==> src/rtl/dmem_bus_if.sv <==
// Valid/ready request channel plus response channel between the MEM-stage bus
// controller (master) and the data memory or interconnect (slave).
interface dmem_bus_if;
  logic        req_valid;
  logic        req_ready;
  logic [31:0] req_addr;
  logic [31:0] req_wdata;
  logic        req_we;
  logic        resp_valid;
  logic [31:0] resp_rdata;

  modport master (
    output req_valid, req_addr, req_wdata, req_we,
    input  req_ready, resp_valid, resp_rdata
  );

  modport slave (
    input  req_valid, req_addr, req_wdata, req_we,
    output req_ready, resp_valid, resp_rdata
  );
endinterface

==> src/rtl/dmem_bus_ctrl.sv <==
// Turns single-cycle MEM-stage loads/stores into valid/ready bus transactions,
// stalling the pipeline until the response returns or the access errors out.
//
// state | meaning
// IDLE  | no access in flight; an aligned access launches a request
// REQ   | req_valid held with stable payload until req_ready
// WAIT  | request accepted, counting cycles until resp_valid or timeout
// DONE  | one release cycle: stallM low, dmem_rd valid, err_* pulse
module dmem_bus_ctrl #(
  parameter int unsigned TIMEOUT  = 256,
  parameter logic [31:0] ERR_DATA = 32'h0000_0000
) (
  input  logic             clk,
  input  logic             reset_n,
  input  logic [31:0]      dmem_addr,
  input  logic [31:0]      dmem_wd,
  input  logic             dmem_we,
  input  logic             dmem_re,
  output logic [31:0]      dmem_rd,
  output logic             stallM,
  output logic             err_misalign,
  output logic             err_timeout,
  dmem_bus_if.master       bus
);

  localparam int CW = $clog2(TIMEOUT);
  localparam logic [CW-1:0] CNT_LAST = CW'(TIMEOUT - 1);

  typedef enum logic [1:0] {IDLE, REQ, WAIT, DONE} state_t;

  state_t        state_q, state_d;
  logic          req_valid_q, req_valid_d;
  logic [31:0]   req_addr_q, req_addr_d;
  logic [31:0]   req_wdata_q, req_wdata_d;
  logic          req_we_q, req_we_d;
  logic [31:0]   dmem_rd_q, dmem_rd_d;
  logic [CW-1:0] cnt_q, cnt_d;
  logic          err_misalign_q, err_misalign_d;
  logic          err_timeout_q, err_timeout_d;
  logic          stall_c;
  logic          access;

  assign access = dmem_we | dmem_re;

  always_ff @(posedge clk or negedge reset_n) begin
    if (!reset_n) begin
      state_q        <= IDLE;
      req_valid_q    <= 1'b0;
      req_addr_q     <= '0;
      req_wdata_q    <= '0;
      req_we_q       <= 1'b0;
      dmem_rd_q      <= '0;
      cnt_q          <= '0;
      err_misalign_q <= 1'b0;
      err_timeout_q  <= 1'b0;
    end else begin
      state_q        <= state_d;
      req_valid_q    <= req_valid_d;
      req_addr_q     <= req_addr_d;
      req_wdata_q    <= req_wdata_d;
      req_we_q       <= req_we_d;
      dmem_rd_q      <= dmem_rd_d;
      cnt_q          <= cnt_d;
      err_misalign_q <= err_misalign_d;
      err_timeout_q  <= err_timeout_d;
    end
  end

  always_comb begin
    state_d        = state_q;
    req_valid_d    = req_valid_q;
    req_addr_d     = req_addr_q;
    req_wdata_d    = req_wdata_q;
    req_we_d       = req_we_q;
    dmem_rd_d      = dmem_rd_q;
    cnt_d          = cnt_q;
    err_misalign_d = 1'b0;
    err_timeout_d  = 1'b0;
    stall_c        = 1'b0;

    case (state_q)
      IDLE: begin
        if (access) begin
          stall_c = 1'b1;
          if (dmem_addr[1:0] == 2'b00) begin
            req_valid_d = 1'b1;
            req_addr_d  = dmem_addr;
            req_wdata_d = dmem_wd;
            req_we_d    = dmem_we;
            state_d     = REQ;
          end else begin
            err_misalign_d = 1'b1;
            dmem_rd_d      = ERR_DATA;
            state_d        = DONE;
          end
        end
      end
      REQ: begin
        stall_c = 1'b1;
        if (bus.req_ready) begin
          req_valid_d = 1'b0;
          cnt_d       = '0;
          // A response arriving with the handshake completes the access directly.
          if (bus.resp_valid) begin
            if (!req_we_q) dmem_rd_d = bus.resp_rdata;
            state_d = DONE;
          end else begin
            state_d = WAIT;
          end
        end
      end
      WAIT: begin
        stall_c = 1'b1;
        cnt_d   = cnt_q + CW'(1);
        if (bus.resp_valid) begin
          if (!req_we_q) dmem_rd_d = bus.resp_rdata;
          state_d = DONE;
        end else if (cnt_q == CNT_LAST) begin
          dmem_rd_d     = ERR_DATA;
          err_timeout_d = 1'b1;
          state_d       = DONE;
        end
      end
      DONE: begin
        // The access still presented here is the one just completed.
        state_d = IDLE;
      end
      default: state_d = IDLE;
    endcase
  end

  assign stallM        = stall_c;
  assign dmem_rd       = dmem_rd_q;
  assign err_misalign  = err_misalign_q;
  assign err_timeout   = err_timeout_q;
  assign bus.req_valid = req_valid_q;
  assign bus.req_addr  = req_addr_q;
  assign bus.req_wdata = req_wdata_q;
  assign bus.req_we    = req_we_q;

endmodule
==> src/flat_wrapper.sv <==
// flat-port wrapper written by rule: the top's interface ports become plain ports
module dmem_bus_ctrl_flat 
#(
  parameter int unsigned TIMEOUT  = 256,
  parameter logic [31:0] ERR_DATA = 32'h0000_0000
)
  (clk, reset_n, dmem_addr, dmem_wd, dmem_we, dmem_re, dmem_rd, stallM, err_misalign, err_timeout, bus_req_valid, bus_req_addr, bus_req_wdata, bus_req_we, bus_req_ready, bus_resp_valid, bus_resp_rdata);
  dmem_bus_if bus_i ();
  input  logic clk;
  input  logic reset_n;
  input  logic [31:0] dmem_addr;
  input  logic [31:0] dmem_wd;
  input  logic dmem_we;
  input  logic dmem_re;
  output logic [31:0] dmem_rd;
  output logic stallM;
  output logic err_misalign;
  output logic err_timeout;
  output wire logic [$bits(bus_i.req_valid)-1:0] bus_req_valid;
  output wire logic [$bits(bus_i.req_addr)-1:0] bus_req_addr;
  output wire logic [$bits(bus_i.req_wdata)-1:0] bus_req_wdata;
  output wire logic [$bits(bus_i.req_we)-1:0] bus_req_we;
  input wire logic [$bits(bus_i.req_ready)-1:0] bus_req_ready;
  input wire logic [$bits(bus_i.resp_valid)-1:0] bus_resp_valid;
  input wire logic [$bits(bus_i.resp_rdata)-1:0] bus_resp_rdata;
  assign bus_req_valid = bus_i.req_valid;
  assign bus_req_addr = bus_i.req_addr;
  assign bus_req_wdata = bus_i.req_wdata;
  assign bus_req_we = bus_i.req_we;
  assign bus_i.req_ready = bus_req_ready;
  assign bus_i.resp_valid = bus_resp_valid;
  assign bus_i.resp_rdata = bus_resp_rdata;
  dmem_bus_ctrl #(.TIMEOUT(TIMEOUT), .ERR_DATA(ERR_DATA)) u_core (.clk(clk), .reset_n(reset_n), .dmem_addr(dmem_addr), .dmem_wd(dmem_wd), .dmem_we(dmem_we), .dmem_re(dmem_re), .dmem_rd(dmem_rd), .stallM(stallM), .err_misalign(err_misalign), .err_timeout(err_timeout), .bus(bus_i));
endmodule
==> config.mk <==
export PLATFORM = sky130hd
export DESIGN_NAME = dmem_bus_ctrl_flat
export DESIGN_NICKNAME = d
export VERILOG_FILES = /design/src/rtl/dmem_bus_if.sv /design/src/rtl/dmem_bus_ctrl.sv /design/src/flat_wrapper.sv
export SDC_FILE = /design/constraint.sdc
export NUM_CORES = 1
export LEC_CHECK = 0
export BUFFER_PORTS_ARGS = -buffer_cell sky130_fd_sc_hd__buf_2
export CAP_MARGIN = 20
export CORE_ASPECT_RATIO = 1.2
export CORE_MARGIN = 3
export CORE_UTILIZATION = 42
export CTS_CLUSTER_SIZE = 28
export DETAILED_ROUTE_END_ITERATION = 16
export PLACE_DENSITY = 0.75
export REMOVE_ABC_BUFFERS = 1
export SLEW_MARGIN = 20
export SYNTH_ARGS = -nofsm -noshare
export SYNTH_HDL_FRONTEND = slang
export SYNTH_SLANG_ARGS = --single-unit
==> constraint.sdc <==
create_clock -name clk -period 1.85 [get_ports clk]
set_input_delay 0.0925 -clock clk [delete_from_list [all_inputs] [get_ports clk]]
set_output_delay 0.0925 -clock clk [all_outputs]
set_load 0.01 [all_outputs]
==> results of run 1 <==
metrics by stage:
| step | total power, mW | utilization | std cells |
|---|---|---|---|
| 2_1_floorplan | 6.025 | - | 287 |
| 3_3_place_gp | 7.833 | 0.5608 | 636 |
| 3_5_place_dp | 7.980 | 0.5608 | 636 |
| 4_1_cts | 10.24 | 0.6881 | 747 |
| 5_1_grt | 10.97 | 0.6931 | 750 |
| 6_report | 10.35 | 0.6931 | 750 |
worst max-delay path by stage:
stage / end / slack (ns) / cells after the start
final: u_core.dmem_rd[31]$_DFFE_PN0P_ / 0.04 / 7
after CTS: u_core.dmem_rd[0]$_DFFE_PN0P_ / 0.03 / 7
after global routing: u_core.dmem_rd[0]$_DFFE_PN0P_ / -0.03 / 7
after detailed placement: u_core.dmem_rd[0]$_DFFE_PN0P_ / -0.01 / 7
after global placement: u_core.dmem_rd[0]$_DFFE_PN0P_ / 0.06 / 7
after floorplan: u_core.bus.req_addr[31]$_DFFE_PN0P_ / -2.21 / 5
area by class of cell:
class / instances / share of cell area
Sequential cell: 110 / 0.3909
Clock buffer: 9 / 0.03198
Tap cell: 126 / 0.02239
Timing Repair Buffer: 321 / 0.3181
Multi-Input combinational cell: 170 / 0.2187
Inverter: 7 / 0.003731
Clock inverter: 7 / 0.01421
power groups by stage:
stage / sequential (mW) / combinational, mW / clock (mW)
6_report: 4.02 / 4.27 / 2.05
5_1_grt: 4.15 / 4.64 / 2.19
4_1_cts: 3.96 / 4.18 / 2.09
3_5_place_dp: 3.99 / 3.99 / 0
3_3_place_gp: 3.97 / 3.86 / 0
2_1_floorplan: 4.47 / 1.56 / 0
routing by layer:
metal / vias to the layer above / global-route usage
met1: 1803 / 0.2522
met3: 28 / 0.06257
met2: 173 / 0.3735
met4: 2 / 0.08113
met5: - / 0
li1: 1746 / -
placed cells by master, fill, tap and decap left out, types with 2 or more instances in the layout:
master	netlist	layout
a22o_2	2	2
mux2i_1	2	2
clkbuf_16	0	9
dlygate4sd3_1	0	95
buf_4	2	17
clkinv_8	0	2
a21oi_1	4	4
a22o_1	30	30
mux2_2	16	17
nand3_1	5	5
inv_6	0	3
nor2b_1	2	2
ha_1	6	4
nor3_1	3	3
o21ai_0	10	10
inv_1	7	6
nor2_1	8	8
mux2_1	47	44
o31ai_1	2	2
and3_1	3	3
buf_12	0	7
nand4_1	2	2
nand2_1	8	8
buf_2	1	201
mux2_4	0	2
dfrtp_1	110	110
flip-flops by register name (all words and copies together) (netlist names):
name                  count
u_core.bus.req_wdata     32
u_core.bus.req_valid      1
u_core.dmem_rd           32
u_core.err_timeout        1
u_core.bus.req_addr      32
u_core.state_q            2
u_core.bus.req_we         1
u_core.cnt_q              8
u_core.err_misalign       1
logic make-up (layout without fill, tap and decap cells):
group	count (synthesis)	after routing	synth area share
AOI/OAI and AO/OA	58	58	0.1053
and+or+nand+nor	41	41	0.05125
buffers and inverters	21	344	0.03850
muxes	65	65	0.1651
adders and majority gates	6	6	0.01699
DFF	110	110	0.6229
what timing repair did:
item / CTS / global route
resized for setup: 3 / 10
setup buffers: 0 / 4
setup endpoints to repair: 3 / 91
gates cloned: 0 / 0
hold buffers: 95 / 0
pin swaps: 0 / 2
endpoints found under the hold margin: 138 / 0
==> flow_summary_export.csv, run 1 <==
group,metric,value,unit
worst_setup_path,r2r_end,"u_core.dmem_rd[31]$_DFFE_PN0P_",
synth,yosysSeqAreaShare,0.6229,
synth,async_flop_share,1.000,
placed_design,routabilityCongestion,0.9040,
placed_design,hpwl,7766,µm
die,core-area,0.01016,mm²
placed_design,placed_area,0.005698,mm²
worst_setup_path,path_delay_family,"compound AO/OA/AOI/OAI gates",
worst_setup_path,worstSetupStartpoint,"u_core.state_q[1]$_DFFE_PN0P_",
routing,drc,0,
routing,wl_met1,4816,µm
cts,clk-insertion-delay-late,0.35,ns
routing,vias_per_cell,5.003,
global_route,grt_max_degree,49,
synth,synth_area_leader_cell,"dfrtp_1",
synth,synth_flop_cell,"dfrtp_1",
routing,highest_layer,"met5",
synth,synth_common_cells,"dfrtp_1 (110), mux2_1 (47), a22o_1 (30)",
synth,synthCells,301,
routing,wl_met3,1089,µm
placed_design,port_buffers,202,
routing,post_drt_wl_per_cell,16.96,µm
synth,synth.cell_area,0.004419,mm²
worst_setup_path,r2r_slack,0.04,ns
die,die_h,118.4,µm
die,die_w,99.64,µm
timing,skew,0.01358,ns
worst_setup_path,startpoint_type,"register",
final_layout,area_growth,59.34,%
die,io_pins,203,
timing,timing.fmax,553.7,MHz
routing,first_pass_iters,4,
worst_setup_path,critPathBufInv,2,
global_route,grt_overflow_total,0,
synth,yosysMostFrequentCell,"dfrtp_1",
power_and_ir_drop,power_density,1469,mW/mm²
cts,root_buffer,"clkbuf_16",
cts,path_clk_slew,0.08,ns
power_and_ir_drop,peakVddDrop,0.7057,mV
synth,ys_types,41,
timing,worst_hold_slack,0.05182,ns
worst_setup_path,crit_type,"reg2reg",
timing,slew_violations,0,
worst_setup_path,r2r_cells,7,
die,start_util,0.4350,
timing,finalCriticalPeriod,1.806,ns
final_layout,drive_gt1_frac,0.4375,
routing,route.met2.wl,6470,µm
worst_setup_path,cp.required,2.09,ns
global_route,antenna_found_initial,1,
timing,fin_tns_setup,0,ns
global_route,grt_pass1_wl,20240,µm
routing,vias,3752,
worst_setup_path,worstReg2RegStart,"u_core.state_q[1]$_DFFE_PN0P_",
worst_setup_path,crit_slowest_cell,"dfrtp_1",
timing,tightest_slew,0.6241,ns
worst_setup_path,cp_cell_sequence,"inv_1, ha_2, and2b_1, a21oi_2, nand4_2, buf_12, a22o_2",
final_layout,diodes,0,
cts,clockBufferDepth,2,
cts,cts.sinks,110,
die,dieArea,0.01179,mm²
timing,hold_viol,0,
power_and_ir_drop,power.combinational.fraction,0.413,
final_layout,regArea,0.002753,mm²
synth,avgSynthCellArea,14.68,µm²
final_layout,nNetsFinal,727,
final_layout,fillCellCount,667,
synth,synth_seq_cells,110,
worst_setup_path,critPathCaptureType,"register",
worst_setup_path,critPathMaxStageDelay,0.35,ns
synth,yosys_warnings,0,
timing,finalWorstSetupSlack,0.04398,ns
timing,finalSetupViolations,0,
timing,grt_setup_unrepaired,"yes",
hold_path,min_from,"dmem_we",
power_and_ir_drop,internal_power,6.651,mW
routing,wirelength,12720,µm
cts,cts_tree,"done",
status,status,"complete, no violations",
power_and_ir_drop,p_leak,3.584,nW
power_and_ir_drop,netSwitchingFraction,0.3571,
global_route,grt_pass1_vias,4011,
synth,synth-edff-count,0,
synth,synth.area.top_cells,"dfrtp_1 (62%), mux2_1 (12%), a22o_1 (5.9%)",
power_and_ir_drop,switchingPower,3.695,mW
routing,drt_first_iter_violations,121,
job,maxCapViolations,0,
power_and_ir_drop,clkPwrFrac,0.199,
final_layout,finalInstanceArea,0.007042,mm²
worst_setup_path,worst-path-max-fanout,32,
cts,htree_levels,3,
final_layout,multi_input_area,0.001540,mm²
die,placementRows,40,
hold_path,holdPathStages,2,
hold_path,hold_class,"in2reg",
routing,ant_nets,0,
power_and_ir_drop,seqPwrFrac,0.388,
global_route,grt_usage,0.2163,
worst_setup_path,crit_arrival,2.05,ns
placed_design,dp_slack,-0.01328,ns
synth,yosys.area.top_type_share,0.6229,
cts,cts_made_buffers,9,
hold_path,hold_end,"u_core.bus.req_we$_DFFE_PN0P_",
timing,slew_headroom,0.5840,
timing,fin_crit_sh,0.9762,
No activity file was read; power rests on OpenSTA's default activity.
==> run 2, diff against run 1 <==
--- a/config.mk
+++ b/config.mk
@@ -14,6 +14,7 @@
 export DETAILED_ROUTE_END_ITERATION = 16
 export PLACE_DENSITY = 0.75
 export REMOVE_ABC_BUFFERS = 1
+export SETUP_SLACK_MARGIN = 0.4
 export SLEW_MARGIN = 20
 export SYNTH_ARGS = -nofsm -noshare
 export SYNTH_HDL_FRONTEND = slang
==> flow_summary_export.csv, run 2 (synthesis gave the netlist of run 1 again) <==
group,metric,value,unit
power_and_ir_drop,power_density,1509,mW/mm²
worst_setup_path,critPathCaptureType,"register",
routing,wirelength,14730,µm
timing,grt_setup_unrepaired,"yes",
global_route,grt_overflow_total,0,
cts,root_buffer,"clkbuf_16",
worst_setup_path,startpoint_type,"register",
final_layout,drive_gt1_frac,0.5386,
cts,cts.sinks,110,
final_layout,nNetsFinal,738,
hold_path,hold_class,"in2reg",
timing,timing.fmax,550.4,MHz
worst_setup_path,crit_arrival,2.06,ns
routing,post_drt_wl_per_cell,19.36,µm
placed_design,port_buffers,202,
worst_setup_path,worstReg2RegStart,"u_core.state_q[1]$_DFFE_PN0P_",
timing,finalSetupViolations,0,
cts,clockBufferDepth,2,
worst_setup_path,worstSetupStartpoint,"u_core.state_q[1]$_DFFE_PN0P_",
final_layout,finalInstanceArea,0.007562,mm²
cts,clk-insertion-delay-late,0.35,ns
worst_setup_path,crit_type,"reg2reg",
global_route,grt_max_degree,49,
final_layout,layout_commonest_cell,"buf_2",
worst_setup_path,worst-path-max-fanout,32,
routing,first_pass_iters,5,
die,die_w,99.64,µm
die,die_h,118.4,µm
job,maxCapViolations,0,
die,dieArea,0.01179,mm²
routing,ant_nets,0,
timing,worst_hold_slack,0.04690,ns
timing,finalCriticalPeriod,1.817,ns
cts,cts_made_buffers,9,
cts,htree_levels,3,
placed_design,hpwl,7766,µm
global_route,grt_pass1_wl,20260,µm
die,io_pins,203,
routing,drt_first_iter_violations,132,
global_route,antenna_found_initial,1,
power_and_ir_drop,p_leak,3.809,nW
die,core-area,0.01016,mm²
global_route,grt_pass1_vias,4014,
die,placementRows,40,
final_layout,area_growth,71.12,%
timing,slew_headroom,0.5818,
timing,hold_viol,0,
status,status,"complete, no violations",
power_and_ir_drop,peakVddDrop,0.7557,mV
routing,drc,0,
global_route,grt_usage,0.2169,
cts,path_clk_slew,0.08,ns
routing,vias_per_cell,5.108,
timing,slew_violations,0,
hold_path,min_from,"dmem_we",
cts,cts_tree,"done",
final_layout,final_cell_mix,"buf_2 (201), dfrtp_1 (109), dlygate4sd3_1 (95)",
timing,fin_crit_sh,0.9821,
final_layout,diodes,0,
die,start_util,0.4350,
placed_design,placed_area,0.005698,mm²
placed_design,routabilityCongestion,0.9040,
timing,tightest_slew,0.6272,ns
worst_setup_path,cp.required,2.09,ns
timing,skew,0.01233,ns
routing,vias,3887,
[run 2: cell type report]
| class | count | area [µm²] |
|---|---|---|
| flip-flops and latches | 110 | 2754 |
| fillers | 602 | 2597 |
| repair buffers | 332 | 2477 |
| multi-input cells | 170 | 1819 |
| clock buffers | 9 | 225.2 |
| well taps | 126 | 157.7 |
| clock inverters | 7 | 100.1 |
| inverters | 7 | 28.78 |
[run 2: critical path, stage by stage (launching register included)]
cell and delay, ns:
dfrtp_1 0.39, buf_4 0.15, ha_1 0.21, a21o_1 0.20
nor3b_1 0.13, and4_1 0.23, buf_12 0.17, a22o_2 0.22
[run 2: stage by stage]
step                        util  setup TNS (ns)  power [mW]  worst slack [ns]  instances
final                     0.7443               0       11.41           0.03310        761
after global routing      0.7443        -0.07438       12.01          -0.03073        761
after CTS                 0.6910               0       10.31           0.06226        748
after detailed placement  0.5608        -0.02878       7.980          -0.01328        636
after global placement    0.5608               0       7.833           0.06043        636
after floorplan                -         -146.29       6.025            -2.213        287
[run 2: final timing paths]
kind | slack (ns) | cells past startpoint | to
hold reg to reg | 0.49 | 1 | u_core.bus.req_wdata[3]$_DFFE_PN0P_
hold / removal | 0.05 | 2 | u_core.bus.req_we$_DFFE_PN0P_
min in group asynchronous | 0.30 | 2 | u_core.bus.req_addr[26]$_DFFE_PN0P_
setup / recovery | 0.03 | 7 | u_core.dmem_rd[31]$_DFFE_PN0P_
setup reg to reg | 0.03 | 7 | u_core.dmem_rd[31]$_DFFE_PN0P_
max in group asynchronous | 0.84 | 3 | u_core.state_q[0]$_DFFE_PN0P_
[run 2: routing by layer]
metal | track usage | part of all wire
met1 | 0.2534 | 0.38
met2 | 0.3761 | 0.51
met3 | 0.06198 | 0.076
met4 | 0.07857 | 0.038
met5 | 0 | 0.00048
[run 2: repair_timing]
action                     CTS  global route
setup endpoints to repair  107           108
hold endpoints to repair   138             0
gates resized for setup      9            92
pin swaps                    1             6
hold buffers                95             0
cloned                       0             6
buffers inserted             1             7
[run 2: power by group]
part | internal [mW] | switching [mW]
combinational | 2.75 | 2.46
sequential | 3.45 | 0.679
clock | 1.10 | 0.975
total | 7.29 | 4.12
